`src/rtl/barret_rr_sched_3259_pkg.sv`:
```
// Shared constants for the q = 3259 Barrett reduction scheduler.
package barret_rr_sched_3259_pkg;
   localparam int unsigned Q      = 3259;
   localparam int unsigned MU     = 5147;
   localparam int unsigned SHIFT  = 12;
   localparam int unsigned DIN_W  = 23;
   localparam int unsigned DOUT_W = 12;
endpackage

```
`src/rtl/barret_rr_sched_3259_pipe.sv`:
```
// Three-stage Barrett reducer for q = 3259 carrying a valid bit and a requester tag.
module barret_pipe_3259
   import barret_rr_sched_3259_pkg::*;
#(
   parameter int unsigned ID_W = 2
) (
   input  logic              clk,
   input  logic              rst,
   input  logic              in_valid,
   input  logic [ID_W-1:0]   in_id,
   input  logic [DIN_W-1:0]  in_data,
   output logic              out_valid,
   output logic [ID_W-1:0]   out_id,
   output logic [DOUT_W-1:0] out_data
);
   localparam int unsigned Q2_W = 24;
   localparam int unsigned T_W  = 12;
   localparam int unsigned R_W  = 14;
   localparam logic [R_W-1:0] Q_R = R_W'(Q);

   logic [2:0]        vld;
   logic [ID_W-1:0]   id_s1, id_s2, id_s3;
   logic [DIN_W-1:0]  din_s1;
   logic [T_W-1:0]    t_s1;
   logic [R_W-1:0]    r_s2;
   logic [DOUT_W-1:0] res_s3;

   logic [T_W-1:0]    t_c;
   logic [R_W-1:0]    r_c;
   logic [R_W-1:0]    r_a_c;
   logic [DOUT_W-1:0] res_c;

   // Quotient estimate undershoots by at most 2, so two corrections give the exact residue.
   always_comb begin
      t_c   = T_W'((Q2_W'(in_data[DIN_W-1:SHIFT]) * Q2_W'(MU)) >> SHIFT);
      r_c   = R_W'(din_s1 - DIN_W'(t_s1) * DIN_W'(Q));
      r_a_c = (r_s2 >= Q_R) ? r_s2 - Q_R : r_s2;
      res_c = DOUT_W'((r_a_c >= Q_R) ? r_a_c - Q_R : r_a_c);
   end

   always_ff @(posedge clk) begin
      if (rst) vld <= '0;
      else     vld <= {vld[1:0], in_valid};
   end

   always_ff @(posedge clk) begin
      id_s1  <= in_id;
      din_s1 <= in_data;
      t_s1   <= t_c;
      id_s2  <= id_s1;
      r_s2   <= r_c;
      id_s3  <= id_s2;
      res_s3 <= res_c;
   end

   assign out_valid = vld[2];
   assign out_id    = id_s3;
   assign out_data  = res_s3;
endmodule

```
`src/rtl/barret_rr_sched_3259.sv`:
```
// Round-robin shared Barrett reducer: credit-guarded issue, in-order tagged result FIFO.
module barret_rr_sched_3259
   import barret_rr_sched_3259_pkg::*;
#(
   parameter int unsigned N_REQ       = 4,
   parameter int unsigned ID_W        = 2,
   parameter int unsigned FIFO_DEPTH  = 4,
   parameter int unsigned PIPE_STAGES = 3
) (
   input  logic                   clk,
   input  logic                   rst,
   input  logic [N_REQ-1:0]       req_valid,
   input  logic [N_REQ*DIN_W-1:0] req_data,
   output logic [N_REQ-1:0]       req_ready,
   output logic                   rsp_valid,
   input  logic                   rsp_ready,
   output logic [DOUT_W-1:0]      rsp_data,
   output logic [ID_W-1:0]        rsp_id,
   output logic                   busy
);
   localparam int unsigned CNT_W = $clog2(FIFO_DEPTH + 1);
   localparam int unsigned PTR_W = $clog2(FIFO_DEPTH);

   if (FIFO_DEPTH < PIPE_STAGES + 1) begin : g_bad_depth
      $error("FIFO_DEPTH too small to cover the reducer pipeline");
   end

   logic [ID_W-1:0]   rr_ptr;
   logic [CNT_W-1:0]  out_cnt;
   logic [CNT_W-1:0]  fifo_cnt;
   logic [PTR_W-1:0]  wr_ptr, rd_ptr;
   logic [DOUT_W-1:0] fifo_data [FIFO_DEPTH];
   logic [ID_W-1:0]   fifo_id   [FIFO_DEPTH];

   logic              grant_found;
   logic [ID_W-1:0]   grant_id;
   logic              credit_ok;
   logic              issue;
   logic              pop;
   logic              push;
   logic [ID_W-1:0]   push_id;
   logic [DOUT_W-1:0] push_data;

   assign pop       = rsp_valid & rsp_ready;
   assign credit_ok = !rst && ((out_cnt < CNT_W'(FIFO_DEPTH)) || pop);

   // First asserted requester at or after rr_ptr, wrapping at N_REQ.
   always_comb begin : arb_p
      logic [ID_W-1:0] idx;
      idx         = rr_ptr;
      grant_found = 1'b0;
      grant_id    = '0;
      for (int unsigned k = 0; k < N_REQ; k++) begin
         if (!grant_found && req_valid[idx]) begin
            grant_found = 1'b1;
            grant_id    = idx;
         end
         idx = (idx == ID_W'(N_REQ - 1)) ? '0 : idx + ID_W'(1);
      end
   end

   always_comb begin
      req_ready = '0;
      if (credit_ok && grant_found) req_ready[grant_id] = 1'b1;
   end

   assign issue = credit_ok & grant_found;

   barret_pipe_3259 #(.ID_W(ID_W)) u_pipe (
      .clk       (clk),
      .rst       (rst),
      .in_valid  (issue),
      .in_id     (grant_id),
      .in_data   (req_data[grant_id*DIN_W +: DIN_W]),
      .out_valid (push),
      .out_id    (push_id),
      .out_data  (push_data)
   );

   // Outstanding credit covers both the pipeline and the FIFO.
   always_ff @(posedge clk) begin
      if (rst) begin
         rr_ptr  <= '0;
         out_cnt <= '0;
      end else begin
         if (issue) rr_ptr <= (grant_id == ID_W'(N_REQ - 1)) ? '0 : grant_id + ID_W'(1);
         out_cnt <= out_cnt + CNT_W'(issue) - CNT_W'(pop);
      end
   end

   always_ff @(posedge clk) begin
      if (rst) begin
         wr_ptr   <= '0;
         rd_ptr   <= '0;
         fifo_cnt <= '0;
         for (int unsigned i = 0; i < FIFO_DEPTH; i++) begin
            fifo_data[i] <= '0;
            fifo_id[i]   <= '0;
         end
      end else begin
         if (push) begin
            fifo_data[wr_ptr] <= push_data;
            fifo_id[wr_ptr]   <= push_id;
            wr_ptr <= (wr_ptr == PTR_W'(FIFO_DEPTH - 1)) ? '0 : wr_ptr + PTR_W'(1);
         end
         if (pop) rd_ptr <= (rd_ptr == PTR_W'(FIFO_DEPTH - 1)) ? '0 : rd_ptr + PTR_W'(1);
         fifo_cnt <= fifo_cnt + CNT_W'(push) - CNT_W'(pop);
      end
   end

   assign rsp_valid = (fifo_cnt != '0);
   assign rsp_data  = fifo_data[rd_ptr];
   assign rsp_id    = fifo_id[rd_ptr];
   assign busy      = (out_cnt != '0);
endmodule

```
`config.mk`:
```
export PLATFORM = sky130hd
export DESIGN_NAME = barret_rr_sched_3259
export DESIGN_NICKNAME = d
export VERILOG_FILES = /design/src/rtl/barret_rr_sched_3259_pkg.sv /design/src/rtl/barret_rr_sched_3259_pipe.sv /design/src/rtl/barret_rr_sched_3259.sv
export SDC_FILE = /design/constraint.sdc
export NUM_CORES = 1
export LEC_CHECK = 0
export ABC_CLOCK_PERIOD_IN_PS = 8300
export BUFFER_PORTS_ARGS = -buffer_cell sky130_fd_sc_hd__buf_4
export CORE_AREA = 2 2 140 142
export DETAILED_ROUTE_END_ITERATION = 6
export DIE_AREA = 0 0 142 144
export GPL_TIMING_DRIVEN = 0
export PLACE_DENSITY = 0.81
export SLEW_MARGIN = 40
export SYNTH_ARGS = -nofsm -noshare
export SYNTH_HDL_FRONTEND = slang
export SYNTH_HIERARCHICAL = 1
export SYNTH_SLANG_ARGS = --single-unit
```
`constraint.sdc`:
```
create_clock -name clk -period 8.3 [get_ports clk]
set_input_delay 1.66 -clock clk [delete_from_list [all_inputs] [get_ports clk]]
set_output_delay 1.66 -clock clk [all_outputs]
set_load 0.02 [all_outputs]
```
==> PnR_summary.wiki, run 1 <==
{| class="wikitable"
! Metric !! Value
|-
| Status || complete, no violations
|-
| CTS clk-pin slew, worst paths || 0.06 ns
|-
| Total cell area at the placement stage || 0.0125 mm2
|-
| Number of detailed-route iterations in the first pass || 5
|-
| Highest-count cells in the layout ignoring fill and taps || inv_1, ha_1, buf_4, dfxtp_1, fa_1
|-
| Cell taking the most area after synthesis || ha_1
|-
| Critical path launch point type || input pin
|-
| Pin count of the biggest net entering global routing || 17
|-
| Required time reported for the critical path endpoint || 8.61 ns
|-
| Cells after Synth || 1117
|-
| Number of design rule violations left after detail routing || 0
|-
| Ratio of cells with drive above 1 in the final layout || 18.6%
|-
| Hold Vio Cnt, Final || 0
|-
| Most common cell after layout, fill and taps aside || inv_1
|-
| Antenna Cells || 0
|-
| Number of hold-repair buffers added at the cts stage || 0
|-
| Mapped Avg Cell Area || 10.1 um2
|-
| Overall die height || 144 um
|-
| Number of clock sinks seen by CTS || 131
|-
| Minimum clock period after layout || 8.06 ns
|-
| Placeable core region || 0.0191 mm2
|-
| Max FO, Critical Path || 10
|-
| Worst-case headroom to the max-slew limit || 47.8%
|-
| Number of maximum-capacitance constraint violations || 0
|-
| Sequential element share of the synthesized area || 28.1%
|-
| Routed wl met2 || 13400 um
|-
| Final number of max-transition violations || 0
|-
| RD Place Congestion || 0.923
|-
| Startpoint-to-endpoint class of the critical path || input pin to flop
|-
| FP Rows || 51
|-
| Sum of routed wire segments on met1 || 10200 um
|-
| Dominant register cell in the synthesized netlist || dfxtp_1
|-
| Final Routed Wirelength || 25700 um
|-
| Largest cells by area after synthesis || ha_1, edfxtp_1, dfxtp_1
|-
| Number of warning messages in the yosys log || 6
|-
| Final nets || 1581
|-
| Critical path cell sequence || buf_4 -> nor2b_1 -> a211o_1 -> a221oi_4 -> and3_1 -> clkbuf_1 -> o21ai_0 -> a32oi_1 -> ha_1 -> fa_1 -> ha_1 -> fa_1 -> ha_1 -> ha_1 -> o2111ai_1 -> a211oi_1 -> a221o_1 -> o211ai_1 -> a21oi_1 -> or2_2 -> o311ai_1
|-
| Fraction of synthesis flops using an asynchronous set or reset pin || 0%
|-
| Die ar. || 0.0204 mm2
|-
| Fin Setup TNS || 0 ns
|-
| Sum of overflow across all layers after global routing || 0
|-
| Horizontal extent of the die || 142 um
|-
| Top-Level Pins || 119
|-
| Type of the tightest min-delay check || flop to flop
|-
| Total track usage || 26.2%
|-
| Number of buffers created by CTS || 17
|-
| Crit path largest cell delay || 0.62 ns
|-
| Sum of met3 wire segment lengths after detailed routing || 1180 um
|-
| Layout Area Growth over Synthesis || 16.3%
|-
| Top routing layer in use || met4
|-
| Detailed placer's ending HPWL || 20500 um
|-
| Hold Slack || 0.322 ns
|-
| Total via count after detailed routing || 8774
|-
| Final clock period utilization by the worst path || 97.1%
|-
| Slew at the pin closest to its max-slew limit || 0.778 ns
|-
| Summed instance area of the synthesized netlist || 0.0113 mm2
|-
| Clock tree buffer depth || 2
|-
| Global-route wire length before repair || 42300 um
|-
| Fin area || 0.0132 mm2
|-
| H-tree lvl count || 4
|-
| Later-pin clock latency in the skew report || 0.42 ns
|-
| Clock tree root driver cell || clkbuf_16
|-
| Synthesized netlist net count || 1440
|-
| Setup violation total in the final timing report || 0
|-
| Count of input and output buffers || 118
|-
| Slowest stage cell on the critical path || a32oi_1
|-
| Achievable clock frequency || 124 MHz
|-
| Count of antenna-violating nets left after detailed routing || 0
|-
| TritonCTS clock tree || yes
|-
| Starting utilization of the core area || 59.4%
|-
| Synth cell types || 80
|-
| Area share of the largest cell type after synthesis || 17.2%
|-
| Worst clock skew || 0.00837 ns
|-
| Final routed wire length divided by cell count || 17.0 um
|-
| Number of flip-flops and latches in the synthesized netlist || 131
|-
| Signal arrival time at the worst endpoint || 8.37 ns
|-
| Count of flip-flops with a built-in enable after synthesis || 56
|-
| Via density per instance || 5.81
|-
| Initial antenna violation count || 0
|-
| Top cell by count, worst path || ha_1
|-
| Vias in the first global route || 9045
|-
| Endpoint class of the critical path || flop
|-
| Iter 0 DRT Violations || 541
|}
[cell type report]
type	count	area, um2
Timing Repair Buffer	122	911
Inverter	174	653
Multi-Input combinational cell	765	7320
Tap cell	238	298
Clock buffer	17	425
Fill cell	1424	5900
Sequential cell	131	3180
Clock inverter	15	143
Buffer	47	248
[path summary, 6_finish.rpt]
kind / endpoint / slack [ns] / cells after the start / start
max: u_pipe/t_s1[11] / 0.24 / 21 / req_valid[0]
min reg2reg: u_pipe/id_s2[1] / 0.32 / 0 / u_pipe/id_s1[1]
max reg2reg: u_pipe/t_s1[11] / 0.62 / 22 / rr_ptr[1]
min: u_pipe/id_s2[1] / 0.32 / 0 / u_pipe/id_s1[1]
[cells in the mapped netlist, types with 6 or more instances]
cell        n
or3_1       6
a21oi_1    25
fa_1       68
a211oi_1    9
nand3_1     9
nand2b_1    9
nor2_1     41
dfxtp_1    75
buf_2      16
a32oi_1    23
o21ai_0    63
ha_1      156
o211ai_1   13
nand3b_1   26
clkbuf_1   21
nor2b_1     9
nor3_1     12
o32a_1     23
o21ai_1     7
and2_1     65
edfxtp_1   56
and3_1      7
xor2_1     13
o21a_1      6
xnor2_1    37
inv_1     174
mux4_2     16
nand2_1    22
or2_2      10
[logic make-up (layout without fill, tap and decap cells)]
family          Yosys count  in the layout  share of synthesized area, %
simple gates            238            238                          12.2
fa+ha+maj               224            224                          29.2
flops                   131            131                          28.1
compound gates          232            232                          15.0
xor+xnor                 50             50                          3.86
buf+inv                 221            375                          7.91
mux                      21             21                          3.68
[per-stage QoR]
step,instances,setup slack (ns),utilization [%]
floorplan,1117,0.760,-
global placement,1473,-0.302,65.6
detailed placement,1475,-0.382,65.6
CTS,1507,0.0381,68.6
global route,1509,-0.0346,69.1
finish,1509,0.240,69.1
[routing by layer]
metal  GRT usage (%)  up-vias
met5               0        -
met4            12.2        0
met3            4.57       69
met2            49.0      295
met1            29.0     4196
li1                -     4214
[flip-flops by register name (all words and copies together) (netlist names), 3 cells and up, named ones only]
signal / count
fifo_cnt: 3
fifo_data: 48
fifo_id: 8
out_cnt: 3
u_pipe/din_s1: 14
u_pipe/out_data: 12
u_pipe/r_s2: 14
u_pipe/t_s1: 12
u_pipe/vld: 3
[critical path: cells and delay by family]
kind                       cells  cell delay (ns)
and+or+nand+nor                3             0.80
adders and majority gates      6             2.23
AOI/OAI and AO/OA             10             3.18
buffers and inverters          2             0.48
[timing repair]
item / in CTS / in global routing
buffers inserted: 0 / 2
endpoints found under the setup margin: 0 / 3
gates resized for setup: 0 / 16
Power of run 1 is not shown: default switching activity piles up to over one toggle a cycle in this logic, so the estimate is an artifact.
==> run 2, diff against run 1 <==
--- a/config.mk
+++ b/config.mk
@@ -5,11 +5,12 @@
 export SDC_FILE = /design/constraint.sdc
 export NUM_CORES = 1
 export LEC_CHECK = 0
+export ABC_AREA = 1
 export ABC_CLOCK_PERIOD_IN_PS = 8300
 export BUFFER_PORTS_ARGS = -buffer_cell sky130_fd_sc_hd__buf_4
-export CORE_AREA = 2 2 140 142
+export CORE_AREA = 2 2 143 145
 export DETAILED_ROUTE_END_ITERATION = 6
-export DIE_AREA = 0 0 142 144
+export DIE_AREA = 0 0 145 147
 export GPL_TIMING_DRIVEN = 0
 export PLACE_DENSITY = 0.81
 export SLEW_MARGIN = 40
==> run 2 against run 1 <==
Wire length increased by 10%; setup slack improved by 1.0 ns; clock-buffer cell count increased by 2; sequential share of layout area decreased by 0.77 points; register-to-register slack improved by 1.3 ns; via count increased by 15%; core utilization decreased by 0.48 points.
==> PnR_summary.wiki, run 2 <==
{| class="wikitable"
! Metric !! Value
|-
| Status || complete, no violations
|-
| Overall die height || 147 um
|-
| Count of flip-flops with a built-in enable after synthesis || 56
|-
| RSZ-0062 raised after global routing || false
|-
| Worst clock skew || 0.0109 ns
|-
| Final clock period utilization by the worst path || 84.9%
|-
| Max FO, Critical Path || 10
|-
| Minimum clock period after layout || 7.05 ns
|-
| Biggest register || fifo_data
|-
| Top cell by count, worst path || nand2_1
|-
| Later-pin clock latency in the skew report || 0.42 ns
|-
| Signal arrival time at the worst endpoint || 7.39 ns
|-
| Highest-count cells in the layout ignoring fill and taps || inv_1, nand2_1, nand3_1, ha_1, nor2_1
|-
| Mapped Avg Cell Area || 7.89 um2
|-
| Cells after Synth || 1496
|-
| Number of clock sinks seen by CTS || 131
|-
| Synthesized netlist net count || 1819
|-
| Global-route wire length before repair || 46800 um
|-
| Starting utilization of the core area || 59.5%
|-
| Ratio of cells with drive above 1 in the final layout || 13.6%
|-
| Number of maximum-capacitance constraint violations || 0
|-
| Area share of the largest cell type after synthesis || 16.5%
|-
| Number of warning messages in the yosys log || 6
|-
| Detailed placer's ending HPWL || 22300 um
|-
| Sequential element share of the synthesized area || 27.0%
|-
| RD Place Congestion || 0.903
|-
| Final number of max-transition violations || 0
|-
| Vias in the first global route || 10100
|-
| Pin count of the biggest net entering global routing || 17
|-
| Final Routed Wirelength || 28300 um
|-
| Largest cells by area after synthesis || ha_1, edfxtp_1, dfxtp_1
|-
| Most common cell after layout, fill and taps aside || inv_1
|-
| Horizontal extent of the die || 145 um
|-
| Initial antenna violation count || 1
|-
| Number of flip-flops and latches in the synthesized netlist || 131
|-
| Endpoint class of the critical path || flop
|-
| Crit path largest cell delay || 0.55 ns
|-
| Postcts setup bufs || 0
|-
| Cell taking the most area after synthesis || ha_1
|-
| Dominant register cell in the synthesized netlist || dfxtp_1
|-
| Via density per instance || 5.25
|-
| Registers with the most flip-flops || fifo_data (48), u_pipe/din_s1 (14), u_pipe/r_s2 (14)
|-
| Clock tree buffer depth || 2
|-
| Hold Vio Cnt, Final || 0
|-
| Clock tree root driver cell || clkbuf_16
|-
| Most used standard cells in the synthesized netlist || inv_1, nand2_1, nand3_1
|-
| Worst-case headroom to the max-slew limit || 49.2%
|-
| Iter 0 DRT Violations || 750
|-
| Number of fill cells || 1573
|-
| Synth cell types || 48
|-
| Required time reported for the critical path endpoint || 8.64 ns
|-
| Die ar. || 0.0213 mm2
|-
| Type of the tightest min-delay check || flop to flop
|-
| Setup violation total in the final timing report || 0
|-
| Number of hold-repair buffers added at the cts stage || 0
|-
| Achievable clock frequency || 142 MHz
|-
| Slowest stage cell on the critical path || fa_1
|-
| Number of detailed-route iterations in the first pass || 6
|-
| Count of input and output buffers || 118
|-
| Layout Area Growth over Synthesis || 15.3%
|-
| Total via count after detailed routing || 10100
|-
| Summed instance area of the synthesized netlist || 0.0118 mm2
|-
| Placeable core region || 0.0198 mm2
|-
| Final routed wire length divided by cell count || 14.8 um
|-
| Count of antenna-violating nets left after detailed routing || 0
|-
| Critical path launch point type || input pin
|-
| Flip-flop count of the largest register after layout || 48
|-
| CTS clk-pin slew, worst paths || 0.06 ns
|-
| Antenna Cells || 0
|-
| H-tree lvl count || 4
|-
| Number of design rule violations left after detail routing || 0
|-
| Startpoint-to-endpoint class of the critical path || input pin to flop
|-
| Sum of overflow across all layers after global routing || 0
|-
| FP Rows || 52
|-
| Fraction of synthesis flops using an asynchronous set or reset pin || 0%
|-
| Post-cts repair resize count || 0
|-
| Top-count cell post-synth || inv_1
|-
| Fin Setup TNS || 0 ns
|-
| Slew at the pin closest to its max-slew limit || 0.760 ns
|-
| Number of buffers created by CTS || 17
|-
| TritonCTS clock tree || yes
|-
| Total track usage || 27.2%
|-
| Final nets || 1956
|-
| Top-Level Pins || 119
|}
## run 2: cell types whose count changed in the layout (fill, tap and decap cells not counted), sizes merged, moves of 24 or more
cell and delta:
nand2 +242, nand3 +165, and2 -64, o32a -24, xnor2 -26, inv +150, o21ai -24, nor2 +109
## run 2: final timing paths
path | start | to | slack, ns | cells past startpoint
worst max register to register | rr_ptr[1] | u_pipe/t_s1[9] | 1.92 | 27
worst max-delay path | req_valid[3] | u_pipe/t_s1[9] | 1.25 | 29
worst min register to register | u_pipe/id_s1[0] | u_pipe/id_s2[0] | 0.32 | 0
worst min-delay path | u_pipe/id_s1[0] | u_pipe/id_s2[0] | 0.32 | 0
## run 2: per-stage QoR
stage	setup WS (ns)	instance area [um2]	hold WS (ns)	utilization, %	std cells
2_1_floorplan	2.04	11800	0.310	-	1496
3_3_place_gp	1.07	13000	0.310	65.6	1884
3_5_place_dp	0.974	13000	0.312	65.7	1884
4_1_cts	1.42	13600	0.324	68.6	1916
5_1_grt	0.938	13600	0.328	68.6	1916
6_report	1.25	13600	0.322	68.6	1916
## run 2: critical path, delay by kind of cell
family | cells | cell delay [ns]
compound gates | 1 | 0.13
buf+inv | 5 | 0.52
simple gates | 17 | 2.57
fa+ha+maj | 6 | 2.50
## run 2: cell type report
| class | count | area (um2) | share of cell area (%) |
|---|---|---|---|
| Tap cell | 270 | 338 | 2.48 |
| Clock buffer | 19 | 454 | 3.34 |
| Multi-Input combinational cell | 998 | 7130 | 52.4 |
| Clock inverter | 13 | 123 | 0.901 |
| Inverter | 329 | 1240 | 9.09 |
| Buffer | 38 | 260 | 1.91 |
| Timing Repair Buffer | 118 | 886 | 6.51 |
| Sequential cell | 131 | 3180 | 23.4 |
## run 2: kinds of logic after synthesis
kind of cell	synth area share (%)
simple gates	23.0
buf+inv	12.7
fa+ha+maj	28.1
flops	27.0
compound gates	5.89
xor+xnor	3.34
## run 2: routing by layer
layer	vias up	GRT usage, %	wire length (um)
met5	-	0	13
met4	2	11.6	1020
met3	71	4.75	1490
met2	337	49.1	14200
met1	4670	31.9	11600
li1	4974	-	-
Power of run 2 is left out for the same reason.
==> run 3, diff against run 2 <==
--- a/config.mk
+++ b/config.mk
@@ -6,13 +6,13 @@
 export NUM_CORES = 1
 export LEC_CHECK = 0
 export ABC_AREA = 1
-export ABC_CLOCK_PERIOD_IN_PS = 8300
+export ABC_CLOCK_PERIOD_IN_PS = 6300
 export BUFFER_PORTS_ARGS = -buffer_cell sky130_fd_sc_hd__buf_4
-export CORE_AREA = 2 2 143 145
+export CORE_AREA = 2 2 150 152
 export DETAILED_ROUTE_END_ITERATION = 6
-export DIE_AREA = 0 0 145 147
+export DIE_AREA = 0 0 152 154
 export GPL_TIMING_DRIVEN = 0
-export PLACE_DENSITY = 0.81
+export PLACE_DENSITY = 0.77
 export SLEW_MARGIN = 40
 export SYNTH_ARGS = -nofsm -noshare
 export SYNTH_HDL_FRONTEND = slang
==> constraint.sdc (replaced) <==
create_clock -name clk -period 6.3 [get_ports clk]
set_input_delay 1.26 -clock clk [delete_from_list [all_inputs] [get_ports clk]]
set_output_delay 1.26 -clock clk [all_outputs]
set_load 0.02 [all_outputs]
==> run 3 against run 2 <==
Non-clock buffer count is 3 higher; global-route usage is 2.9 points lower; clock skew is 0.0027 ns higher; final cell count is 0.68% higher; final area is 0.90% higher; die area is 9.8% higher; setup slack worse by 0.92 ns; wire length is 0.68% lower; critical endpoint is now u_pipe/t_s1[11].
==> PnR_summary.wiki, run 3 (synthesis results as in run 2) <==
{| class="wikitable"
! Metric !! Value
|-
| Hold Vio Cnt, Final || 0
|-
| Minimum clock period after layout || 5.97 ns
|-
| Crit Reg-Reg Startpoint || rr_ptr[1]
|-
| Horizontal extent of the die || 152 um
|-
| Slew at the pin closest to its max-slew limit || 0.710 ns
|-
| Final Routed Wirelength || 28100 um
|-
| Total track usage || 24.3%
|-
| Final nets || 1959
|-
| Iter 0 DRT Violations || 573
|-
| Ratio of cells with drive above 1 in the final layout || 14.7%
|-
| Total area of multi-input combinational cells || 0.00723 mm2
|-
| Sum of overflow across all layers after global routing || 0
|-
| Clock tree buffer depth || 2
|-
| Min-delay src || u_pipe/id_s1[1]
|-
| Via density per instance || 5.17
|-
| Final std cells w/o fill || 1929
|-
| Critical path launch point type || input pin
|-
| Final clock period utilization by the worst path || 94.8%
|-
| FP Rows || 54
|-
| Initial antenna violation count || 0
|-
| Final number of max-transition violations || 0
|-
| Vias in the first global route || 10000
|-
| Highest-count cells in the layout ignoring fill and taps || inv_1, nand2_1, nand3_1, ha_1, nor2_1
|-
| Detailed placer's ending HPWL || 22400 um
|-
| Layout Area Growth over Synthesis || 16.4%
|-
| Number of fill cells || 1849
|-
| H-tree lvl count || 4
|-
| Worst clock skew || 0.0136 ns
|-
| Biggest register || fifo_data
|-
| Total via count after detailed routing || 9968
|-
| Number of clock sinks seen by CTS || 131
|-
| Status || complete, no violations
|-
| Die ar. || 0.0234 mm2
|-
| Total cell area at the placement stage || 0.0130 mm2
|-
| Endpoint class of the critical path || flop
|-
| Pin count of the biggest net entering global routing || 17
|-
| Startpoint-to-endpoint class of the critical path || input pin to flop
|-
| Number of buffers created by CTS || 17
|-
| Placeable core region || 0.0217 mm2
|-
| Worst setup slack after placement || -0.614 ns
|-
| Clock tree root driver cell || clkbuf_16
|-
| Number of detailed-route iterations in the first pass || 5
|-
| Setup violation total in the final timing report || 0
|-
| Starting utilization of the core area || 54.4%
|-
| Number of maximum-capacitance constraint violations || 0
|-
| Worst-case headroom to the max-slew limit || 52.5%
|-
| Count of antenna-violating nets left after detailed routing || 0
|-
| Sequential cell area || 0.00318 mm2
|-
| Top cell by count, worst path || inv_1
|-
| Final setup slack of the worst path || 0.328 ns
|-
| Final routed wire length divided by cell count || 14.6 um
|-
| CTS clk-pin slew, worst paths || 0.06 ns
|-
| Crit path largest cell delay || 0.56 ns
|-
| Flip-flop count of the largest register after layout || 48
|-
| Top-Level Pins || 119
|-
| Signal arrival time at the worst endpoint || 6.27 ns
|-
| Global-route wire length before repair || 46800 um
|-
| Most common cell after layout, fill and taps aside || inv_1
|-
| RD Place Congestion || 0.948
|-
| Achievable clock frequency || 167 MHz
|-
| Cell type group with the largest total delay on the critical path || adder cells
|-
| Required time reported for the critical path endpoint || 6.60 ns
|-
| Overall die height || 154 um
|-
| Antenna Cells || 0
|-
| Later-pin clock latency in the skew report || 0.43 ns
|-
| Critical path startpoint || req_valid[1]
|-
| Fin area || 0.0137 mm2
|-
| Count of input and output buffers || 118
|-
| Number of design rule violations left after detail routing || 0
|-
| TritonCTS clock tree || yes
|-
| Placed Cells || 1894
|-
| Bufs and invs on worst path || 7
|-
| Slowest stage cell on the critical path || fa_1
|-
| Max FO, Critical Path || 10
|-
| Registers with the most flip-flops || fifo_data (48), u_pipe/din_s1 (14), u_pipe/r_s2 (14)
|-
| Type of the tightest min-delay check || flop to flop
|}
[run 3: per-layer routing]
metal / routed length, um / GRT usage, % / vias up
li1: - / - / 4984
met1: 11500 / 29.0 / 4627
met2: 14600 / 45.2 / 317
met3: 1470 / 3.24 / 40
met4: 579 / 7.74 / 0
met5: 0 / 0 / -
[run 3: cell type report]
type | instances | area share [%]
repair buffers | 121 | 6.61
clock inverters | 13 | 0.738
plain buffers | 38 | 2.09
multi-input cells | 998 | 52.7
well taps | 280 | 2.55
flip-flops and latches | 131 | 23.2
clock buffers | 19 | 3.15
inverters | 329 | 9.01
[run 3: what timing repair did]
action	4_1_cts	5_1_grt
gates resized for setup	3	27
hold buffers	0	0
cloned	0	0
setup buffers	0	3
pin swaps	0	5
setup endpoints to repair	3	6
[run 3: worst paths after layout]
kind	endpoint	slack [ns]	cells past startpoint
max reg2reg	u_pipe/t_s1[11]	0.57	28
min reg2reg	u_pipe/id_s2[1]	0.33	0
min	u_pipe/id_s2[1]	0.33	0
max	u_pipe/t_s1[11]	0.33	28
[run 3: per-stage QoR]
step / utilization (%) / TNS, ns / hold WS [ns]
2_1_floorplan: - / 0 / 0.310
3_3_place_gp: 60.1 / -1.91 / 0.312
3_5_place_dp: 60.1 / -2.15 / 0.315
4_1_cts: 62.7 / 0 / 0.331
5_1_grt: 63.3 / -0.0571 / 0.336
6_report: 63.3 / 0 / 0.330
Power of run 3 is left out for the same reason.
